--- src/rtl/bcd_serial_adder_if.sv ---
// Handshake and operand/result bundle for the serial BCD adder/subtractor.
interface bcd_serial_adder_if #(
  parameter int unsigned DIGITS = 4
);
  localparam int unsigned W = 4 * DIGITS;

  logic         start;
  logic         sub;
  logic         cin;
  logic [W-1:0] a;
  logic [W-1:0] b;
  logic         busy;
  logic         done;
  logic [W-1:0] sum;
  logic         cout;
  logic         err;

  modport master (
    output start, sub, cin, a, b,
    input  busy, done, sum, cout, err
  );

  modport slave (
    input  start, sub, cin, a, b,
    output busy, done, sum, cout, err
  );
endinterface

--- src/rtl/bcd_serial_adder.sv ---
// Multi-digit BCD adder/subtractor, one decimal digit per clock, LSD first.
// Subtraction uses nines complement of b plus an inverted borrow as carry-in.
module bcd_serial_adder #(
  parameter int unsigned DIGITS = 4
) (
  input  logic                clk,
  input  logic                rst_n,
  bcd_serial_adder_if.slave   bus
);
  localparam int unsigned W     = 4 * DIGITS;
  localparam int unsigned IDX_W = (DIGITS > 1) ? $clog2(DIGITS) : 1;

  typedef enum logic [1:0] {
    S_IDLE = 2'd0,
    S_RUN  = 2'd1,
    S_DONE = 2'd2
  } state_e;

  state_e             state_q, state_d;
  logic [IDX_W-1:0]   idx_q, idx_d;
  logic [W-1:0]       a_q, a_d;
  logic [W-1:0]       b_q, b_d;
  logic [W-1:0]       res_q, res_d;
  logic               sub_q, sub_d;
  logic               c_q, c_d;
  logic               err_l_q, err_l_d;
  logic               busy_q, busy_d;
  logic               done_q, done_d;
  logic [W-1:0]       sum_q, sum_d;
  logic               cout_q, cout_d;
  logic               err_q, err_d;

  logic               in_err_c;
  logic [3:0]         a_dig_c;
  logic [3:0]         b_dig_c;
  logic [3:0]         b_eff_c;
  logic [4:0]         t_c;
  logic [3:0]         r_dig_c;
  logic               carry_c;
  logic [W-1:0]       res_next_c;

  // Any operand digit above 9 poisons the whole operation.
  always_comb begin
    in_err_c = 1'b0;
    for (int i = 0; i < int'(DIGITS); i++) begin
      if ((bus.a[4*i +: 4] > 4'd9) || (bus.b[4*i +: 4] > 4'd9)) begin
        in_err_c = 1'b1;
      end
    end
  end

  // Single-digit decimal add on the current least-significant digits.
  always_comb begin
    a_dig_c = a_q[3:0];
    b_dig_c = b_q[3:0];
    b_eff_c = sub_q ? 4'(4'd9 - b_dig_c) : b_dig_c;
    t_c     = 5'(a_dig_c) + 5'(b_eff_c) + 5'(c_q);
    if (t_c > 5'd9) begin
      r_dig_c = 4'(t_c + 5'd6);
      carry_c = 1'b1;
    end else begin
      r_dig_c = t_c[3:0];
      carry_c = 1'b0;
    end
    res_next_c = (res_q >> 4) | (W'(r_dig_c) << (W - 4));
  end

  always_ff @(posedge clk or negedge rst_n) begin
    if (!rst_n) begin
      state_q <= S_IDLE;
      idx_q   <= '0;
      a_q     <= '0;
      b_q     <= '0;
      res_q   <= '0;
      sub_q   <= 1'b0;
      c_q     <= 1'b0;
      err_l_q <= 1'b0;
      busy_q  <= 1'b0;
      done_q  <= 1'b0;
      sum_q   <= '0;
      cout_q  <= 1'b0;
      err_q   <= 1'b0;
    end else begin
      state_q <= state_d;
      idx_q   <= idx_d;
      a_q     <= a_d;
      b_q     <= b_d;
      res_q   <= res_d;
      sub_q   <= sub_d;
      c_q     <= c_d;
      err_l_q <= err_l_d;
      busy_q  <= busy_d;
      done_q  <= done_d;
      sum_q   <= sum_d;
      cout_q  <= cout_d;
      err_q   <= err_d;
    end
  end

  always_comb begin
    state_d = state_q;
    idx_d   = idx_q;
    a_d     = a_q;
    b_d     = b_q;
    res_d   = res_q;
    sub_d   = sub_q;
    c_d     = c_q;
    err_l_d = err_l_q;
    busy_d  = 1'b0;
    done_d  = 1'b0;
    sum_d   = sum_q;
    cout_d  = cout_q;
    err_d   = err_q;

    unique case (state_q)
      S_IDLE, S_DONE: begin
        if (bus.start) begin
          state_d = S_RUN;
          idx_d   = '0;
          a_d     = bus.a;
          b_d     = bus.b;
          res_d   = '0;
          sub_d   = bus.sub;
          c_d     = bus.sub ? ~bus.cin : bus.cin;
          err_l_d = in_err_c;
          busy_d  = 1'b1;
        end else begin
          state_d = S_IDLE;
        end
      end

      S_RUN: begin
        a_d   = a_q >> 4;
        b_d   = b_q >> 4;
        res_d = res_next_c;
        c_d   = carry_c;
        if (idx_q == IDX_W'(DIGITS - 1)) begin
          state_d = S_DONE;
          idx_d   = '0;
          done_d  = 1'b1;
          err_d   = err_l_q;
          sum_d   = err_l_q ? '0 : res_next_c;
          cout_d  = err_l_q ? 1'b0 : (sub_q ? ~carry_c : carry_c);
        end else begin
          idx_d  = idx_q + IDX_W'(1);
          busy_d = 1'b1;
        end
      end

      default: begin
        state_d = S_IDLE;
      end
    endcase
  end

  assign bus.busy = busy_q;
  assign bus.done = done_q;
  assign bus.sum  = sum_q;
  assign bus.cout = cout_q;
  assign bus.err  = err_q;

endmodule

--- src/flat_wrapper.sv ---
// flat-port wrapper written by rule: the top's interface ports become plain ports
module bcd_serial_adder_flat 
#(
  parameter int unsigned DIGITS = 4
)
  (clk, rst_n, bus_start, bus_sub, bus_cin, bus_a, bus_b, bus_busy, bus_done, bus_sum, bus_cout, bus_err);
  bcd_serial_adder_if #(.DIGITS(DIGITS)) bus_i ();
  input  logic clk;
  input  logic rst_n;
  input wire logic [$bits(bus_i.start)-1:0] bus_start;
  input wire logic [$bits(bus_i.sub)-1:0] bus_sub;
  input wire logic [$bits(bus_i.cin)-1:0] bus_cin;
  input wire logic [$bits(bus_i.a)-1:0] bus_a;
  input wire logic [$bits(bus_i.b)-1:0] bus_b;
  output wire logic [$bits(bus_i.busy)-1:0] bus_busy;
  output wire logic [$bits(bus_i.done)-1:0] bus_done;
  output wire logic [$bits(bus_i.sum)-1:0] bus_sum;
  output wire logic [$bits(bus_i.cout)-1:0] bus_cout;
  output wire logic [$bits(bus_i.err)-1:0] bus_err;
  assign bus_i.start = bus_start;
  assign bus_i.sub = bus_sub;
  assign bus_i.cin = bus_cin;
  assign bus_i.a = bus_a;
  assign bus_i.b = bus_b;
  assign bus_busy = bus_i.busy;
  assign bus_done = bus_i.done;
  assign bus_sum = bus_i.sum;
  assign bus_cout = bus_i.cout;
  assign bus_err = bus_i.err;
  bcd_serial_adder #(.DIGITS(DIGITS)) u_core (.clk(clk), .rst_n(rst_n), .bus(bus_i));
endmodule
--- config.mk ---
export PLATFORM = sky130hd
export DESIGN_NAME = bcd_serial_adder_flat
export DESIGN_NICKNAME = d
export VERILOG_FILES = /design/src/rtl/bcd_serial_adder_if.sv /design/src/rtl/bcd_serial_adder.sv /design/src/flat_wrapper.sv
export SDC_FILE = /design/constraint.sdc
export NUM_CORES = 1
export LEC_CHECK = 0
export CAP_MARGIN = 20
export CORE_MARGIN = 2
export CORE_UTILIZATION = 51
export DETAILED_ROUTE_END_ITERATION = 10
export PLACE_DENSITY = 0.74
export SYNTH_ARGS = -nofsm -noshare
export SYNTH_HDL_FRONTEND = slang
export SYNTH_SLANG_ARGS = --single-unit
--- constraint.sdc ---
create_clock -name clk -period 3.8 [get_ports clk]
set_input_delay 0.57 -clock clk [delete_from_list [all_inputs] [get_ports clk]]
set_output_delay 0.57 -clock clk [all_outputs]
set_load 0.05 [all_outputs]
==> flow_summary.json, run 1 <==
{
  "min_path_type": "input port to async pin",
  "synthDistinctLibCells": 37,
  "clk_pin_slew_worst_paths_ns": 0.08,
  "wl_per_cell_um": 15.0,
  "cts_buffers": 9,
  "ys_ff_latch": 71,
  "dieArea_sq_mm": 0.00704,
  "rsz0062_at_grt": "false",
  "grt_use_total_pct": 21.7,
  "max-cap-violations": 0,
  "final-max-slew-violation-count": 0,
  "firstDrtPassIters": 4,
  "via_per_inst": 5.51,
  "grt_pass1_vias": 2493,
  "cp-end-kind": "register",
  "hold_viol": 0,
  "ios": 57,
  "rows": 29,
  "ys_warn_count": 0,
  "finClkSkew_ns": 0.00985,
  "wirelength_mm": 7.10,
  "power_w": 0.00455,
  "cts_root_buf": "clkbuf_8",
  "p_per_area_mw_per_mm2": 1110,
  "worstSetupStartpointType": "register",
  "crit_fanout": 7,
  "timing_worst_setup_path_type": "register to register",
  "ir_worst_vdd_mv": 0.694,
  "dr_total_vias": 2599,
  "p_leak_nw": 1.82,
  "fillers": 533,
  "ys_seq_area_share_pct": 54.6,
  "n_antenna_cell": 0,
  "cts_setup_buffers": 0,
  "synth_area_sq_mm": 0.00326,
  "run_status": "completed",
  "finalSetupViolations": 0,
  "clock_path_buffers": 2,
  "drt_iter0_drc": 148,
  "grt_pass1_wl_mm": 12.0,
  "finalSetupTns_ns": 0,
  "drive_gt1_share_pct": 7.85,
  "clock-sinks": 71,
  "crit_arrival_ns": 3.09,
  "syn_inst": 339,
  "final.min_clock_period_ns": 2.86,
  "cts_tree": "yes",
  "max_slew.worst_pin.slew_ns": 1.05,
  "syn_avg_cell_area_sq_um": 9.61,
  "required_ns": 4.03,
  "die_height_um": 83.9,
  "period_share_pct": 75.2,
  "h-tree-depth": 3,
  "multi_input_area_sq_mm": 0.00136,
  "slew_headroom_pct": 30.2,
  "antenna_found_initial": 0,
  "syn_to_final_growth_pct": 26.0,
  "max_freq_mhz": 350,
  "ant_nets": 0,
  "portBuffers": 56,
  "cts_hold_buffers": 0,
  "grt_max_degree": 47,
  "dp_hpwl_mm": 4.89,
  "clock_latency_ns": 0.35,
  "gp_congestion": 0.770,
  "design.core.area_sq_mm": 0.00628,
  "die_w_um": 83.9,
  "cts_resized": 0,
  "initial_utilization_pct": 51.9,
  "grt_overflow": 0,
  "synth_nets": 384,
  "regArea_sq_mm": 0.00178,
  "fin_nets": 435,
  "drc_errors": 0
}
cell usage after synthesis (all sizes together):
cell	instances	area share [%]
nor2	30	3.5
nor2b	2	0.38
fa	2	1.2
dfrtp	71	55
and2	1	0.19
mux2i	2	0.61
a21boi	1	0.23
buf	9	1.2
a31o	2	0.54
o31ai	3	0.69
a21oi	9	1.4
a22o	18	4.9
ha	6	2.3
o21ai	34	5.2
inv	8	0.92
a32o	2	0.61
clkbuf	13	1.5
nand3b	2	0.46
nor3b	1	0.58
nor3	2	0.31
or3	2	0.38
nand2	71	8.2
nand2b	15	2.9
mux2	2	0.81
a31oi	21	4.0
nand4	2	0.38
nand3	3	0.46
xnor2	4	1.3
and3	1	0.19
power by group:
group | switching, W | total (W) | leakage [nW] | internal (W)
clock | 0.000283 | 0.000718 | 0.120 | 0.000435
combinational | 0.00144 | 0.00248 | 0.808 | 0.00104
sequential | 0.000241 | 0.00135 | 0.892 | 0.00111
worst max-delay path, stage by stage, from the launching register on:
cell and delay [ns]:
dfrtp_1 0.46, xnor2_1 0.24, fa_1 0.21, inv_1 0.05, fa_1 0.42, xnor2_2 0.20
ha_1 0.25, a22o_2 0.27, nor3b_4 0.26, nor2_2 0.10, mux2_4 0.30
cells in the final DEF, fill, tap and decap left out, types with 6 or more instances in the layout:
master,count
dfrtp_1,71
nand2_1,71
a31oi_1,21
clkdlybuf4s50_1,55
buf_4,6
a21oi_1,9
clkbuf_8,9
inv_1,6
o21ai_0,17
nand2b_1,15
ha_1,6
nor2_1,29
o21ai_1,17
a22o_1,17
kinds of logic after synthesis:
group                    Yosys count  synth area share (%)
multiplexers                       4                  1.42
AND/OR/NAND/NOR                  132                  17.9
flip-flops                        71                  54.6
buffers and inverters             30                  3.65
XOR/XNOR                           4                  1.31
adder cells (fa/ha/maj)            8                  3.53
AO/OA/AOI/OAI                     90                  17.6
per-stage QoR:
| step | hold WS (ns) | area [sq um] | setup slack (ns) | utilization [%] | std cells |
|---|---|---|---|---|---|
| after global routing | 0.391 | 4100 | 0.718 | 65.4 | 472 |
| final | 0.319 | 4100 | 0.941 | 65.4 | 472 |
| after detailed placement | 0.474 | 3870 | 0.954 | 61.6 | 456 |
| after CTS | 0.342 | 4100 | 0.940 | 65.4 | 472 |
| after floorplan | 0.274 | 3260 | 1.16 | - | 339 |
| after global placement | 0.461 | 3870 | 1.06 | 61.6 | 456 |
per-layer routing:
layer | global-route usage [%] | routed length (um) | vias to the layer above
met3 | 3.76 | 279 | 13
met2 | 35.7 | 3480 | 78
met1 | 28.5 | 3190 | 1244
li1 | - | - | 1264
met5 | 0 | 0 | -
met4 | 9.09 | 147 | 0
final timing paths:
path | startpoint | endpoint | slack [ns] | cells past startpoint
min in group clk | u_core.bus.sum[9]$_DFFE_PN0P_ | u_core.bus.sum[9]$_DFFE_PN0P_ | 0.48 | 2
max in group asynchronous | rst_n | u_core.bus.sum[14]$_DFFE_PN0P_ | 2.53 | 2
min reg2reg | u_core.bus.sum[9]$_DFFE_PN0P_ | u_core.bus.sum[9]$_DFFE_PN0P_ | 0.48 | 2
max | u_core.sub_q$_DFFE_PN0P_ | u_core.res_q[14]$_DFFE_PN0P_ | 0.94 | 10
min | rst_n | u_core.idx_q[0]$_DFFE_PN0P_ | 0.32 | 1
max reg2reg | u_core.sub_q$_DFFE_PN0P_ | u_core.res_q[14]$_DFFE_PN0P_ | 0.94 | 10
sequential cells by signal (all words and copies together), names as in the netlist:
name / count
u_core.a_q: 16
u_core.b_q: 16
u_core.bus.sum: 16
u_core.res_q: 12
u_core.idx_q: 2
u_core.state_q: 2
u_core.bus.busy: 1
u_core.bus.cout: 1
u_core.bus.done: 1
u_core.bus.err: 1
u_core.c_q: 1
u_core.err_l_q: 1
u_core.sub_q: 1
area by class of cell:
class | count | area share (%)
clock buffer | 10 | 3.11
clock inverter | 6 | 2.65
multi-input combinational | 238 | 33.2
sequential | 71 | 43.3
inverter | 8 | 0.732
timing repair buffer | 62 | 14.6
tap | 77 | 2.35
Note: power is estimated with default switching activity, not from simulation.
==> inputs of run 2 (changes only) <==
--- a/config.mk
+++ b/config.mk
@@ -7,9 +7,9 @@
 export LEC_CHECK = 0
 export CAP_MARGIN = 20
 export CORE_MARGIN = 2
-export CORE_UTILIZATION = 51
+export CORE_UTILIZATION = 47
 export DETAILED_ROUTE_END_ITERATION = 10
-export PLACE_DENSITY = 0.74
+export PLACE_DENSITY = 0.71
 export SYNTH_ARGS = -nofsm -noshare
 export SYNTH_HDL_FRONTEND = slang
 export SYNTH_SLANG_ARGS = --single-unit
==> constraint.sdc (replaced) <==
create_clock -name clk -period 2.6 [get_ports clk]
set_input_delay 0.39 -clock clk [delete_from_list [all_inputs] [get_ports clk]]
set_output_delay 0.39 -clock clk [all_outputs]
set_load 0.05 [all_outputs]
==> flow_summary.json, run 2 (synthesis results as in run 1) <==
{
  "run_status": "finished with violations",
  "violations": "negative setup slack",
  "rsz0062_at_grt": "true",
  "fin_ws_ns": -0.0439,
  "drt_iter0_drc": 113,
  "worstSetupStartpointType": "register",
  "drc_errors": 0,
  "ios": 57,
  "clock_path_buffers": 2,
  "portBuffers": 56,
  "final-max-slew-violation-count": 0,
  "multi_input_area_sq_mm": 0.00141,
  "dp_hpwl_mm": 4.96,
  "place_area_sq_mm": 0.00395,
  "finalSetupTns_ns": -0.0620,
  "dr_total_vias": 2639,
  "crit_arrival_ns": 2.87,
  "firstDrtPassIters": 4,
  "required_ns": 2.83,
  "cp-end-kind": "register",
  "n_antenna_cell": 0,
  "die_height_um": 87.2,
  "grt_use_total_pct": 20.6,
  "die_w_um": 87.2,
  "h-tree-depth": 3,
  "regArea_sq_mm": 0.00178,
  "finalSetupViolations": 3,
  "timing_worst_setup_path_type": "register to register",
  "wirelength_mm": 7.11,
  "hold_viol": 0,
  "cts_root_buf": "clkbuf_8",
  "finClkSkew_ns": 0.00965,
  "period_share_pct": 102,
  "ant_nets": 0,
  "crit_fanout": 5,
  "antenna_found_initial": 0,
  "via_per_inst": 5.41,
  "gp_congestion": 0.788,
  "clock-sinks": 71,
  "p_leak_nw": 1.88,
  "ir_worst_vdd_mv": 0.729,
  "max-cap-violations": 0,
  "layout_common_cells": "nand2_1 (71), dfrtp_1 (71), clkdlybuf4s50_1 (55)",
  "fillers": 619,
  "max_freq_mhz": 378,
  "drive_gt1_share_pct": 13.5,
  "cts_tree": "yes",
  "grt_max_degree": 46,
  "clk_pin_slew_worst_paths_ns": 0.08,
  "max_slew.worst_pin.slew_ns": 0.660,
  "syn_to_final_growth_pct": 30.4,
  "cts_buffers": 9,
  "grt_overflow": 0,
  "clock_latency_ns": 0.34,
  "grt_pass1_wl_mm": 12.0,
  "grt_pass1_vias": 2567,
  "wl_per_cell_um": 14.6,
  "final.min_clock_period_ns": 2.64,
  "min_path_type": "input port to async pin",
  "dieArea_sq_mm": 0.00761,
  "p_per_area_mw_per_mm2": 1700,
  "fin_nets": 448,
  "fin_area_sq_mm": 0.00425,
  "design.core.area_sq_mm": 0.00676,
  "rows": 30,
  "slew_headroom_pct": 55.9,
  "initial_utilization_pct": 48.2
}
run 2: changes by cell type in the layout (fill, tap and decap cells not counted), sizes merged:
cell | previous run | this run
clkinvlp | 0 | 1
clkbuf | 10 | 11
clkinv | 3 | 2
buf | 7 | 20
bufinv | 3 | 2
run 2: power breakdown:
group / leakage [nW] / switching (W) / internal [W] / total [W]
clock: 0.110 / 0.000407 / 0.000567 / 0.000974
combinational: 0.880 / 0.00231 / 0.00197 / 0.00428
sequential: 0.892 / 0.000341 / 0.00162 / 0.00197
total: 1.88 / 0.00306 / 0.00416 / 0.00722
run 2: worst paths after layout:
kind                                                     start                              to  slack (ns)  depth (start not counted)
worst min register to register  u_core.bus.sum[11]$_DFFE_PN0P_  u_core.bus.sum[11]$_DFFE_PN0P_        0.48                          2
worst min-delay path                                     rst_n   u_core.bus.sum[5]$_DFFE_PN0P_        0.07                          1
max in group asynchronous                                rst_n      u_core.a_q[14]$_DFFE_PN0P_        1.87                          2
min in group clk                u_core.bus.sum[11]$_DFFE_PN0P_  u_core.bus.sum[11]$_DFFE_PN0P_        0.48                          2
worst max-delay path                 u_core.b_q[0]$_DFFE_PN0P_    u_core.res_q[14]$_DFFE_PN0P_       -0.04                         10
worst max register to register       u_core.b_q[0]$_DFFE_PN0P_    u_core.res_q[14]$_DFFE_PN0P_       -0.04                         10
run 2: cell type report:
type	instances	share of cell area, %
multi-input combinational	238	33.1
tap	80	2.36
inverter	8	0.707
sequential	71	41.8
clock inverter	5	1.91
timing repair buffer	75	16.7
clock buffer	11	3.33
run 2: timing repair:
item,CTS,global route
gates resized for setup,8,7
pin swaps,2,6
endpoints found under the hold margin,0,0
setup buffers,2,2
hold buffers,0,0
setup endpoints to repair,4,8
run 2: routing by layer:
| metal | wire (um) | vias to the layer above | GRT usage, % | part of all wire (%) |
|---|---|---|---|---|
| li1 | - | 1294 | - | - |
| met1 | 3240 | 1254 | 27.0 | 46 |
| met2 | 3410 | 81 | 33.5 | 48 |
| met3 | 330 | 10 | 5.21 | 4.6 |
| met4 | 131 | 0 | 6.71 | 1.8 |
| met5 | 0 | - | 0 | 0 |
run 2: worst max-delay path: stages (launching register included):
cell and delay, ns:
dfrtp_1 0.42, xnor2_2 0.18, fa_2 0.23, inv_2 0.04, fa_2 0.55, inv_2 0.05
ha_4 0.16, a22o_4 0.24, nor3b_4 0.28, nor2_2 0.09, mux2_4 0.30
run 2: metrics by stage:
step | std cells | total power, W | setup slack, ns | util, % | hold slack [ns]
finish | 488 | 0.00722 | -0.0439 | 62.9 | 0.0667
global route | 488 | 0.00781 | -0.123 | 62.9 | 0.108
CTS | 486 | 0.00710 | -0.00918 | 62.4 | 0.0948
detailed placement | 468 | 0.00580 | -0.0210 | 58.5 | 0.469
global placement | 468 | 0.00569 | 0.0243 | 58.5 | 0.452
floorplan | 339 | 0.00468 | 0.00227 | - | 0.0944
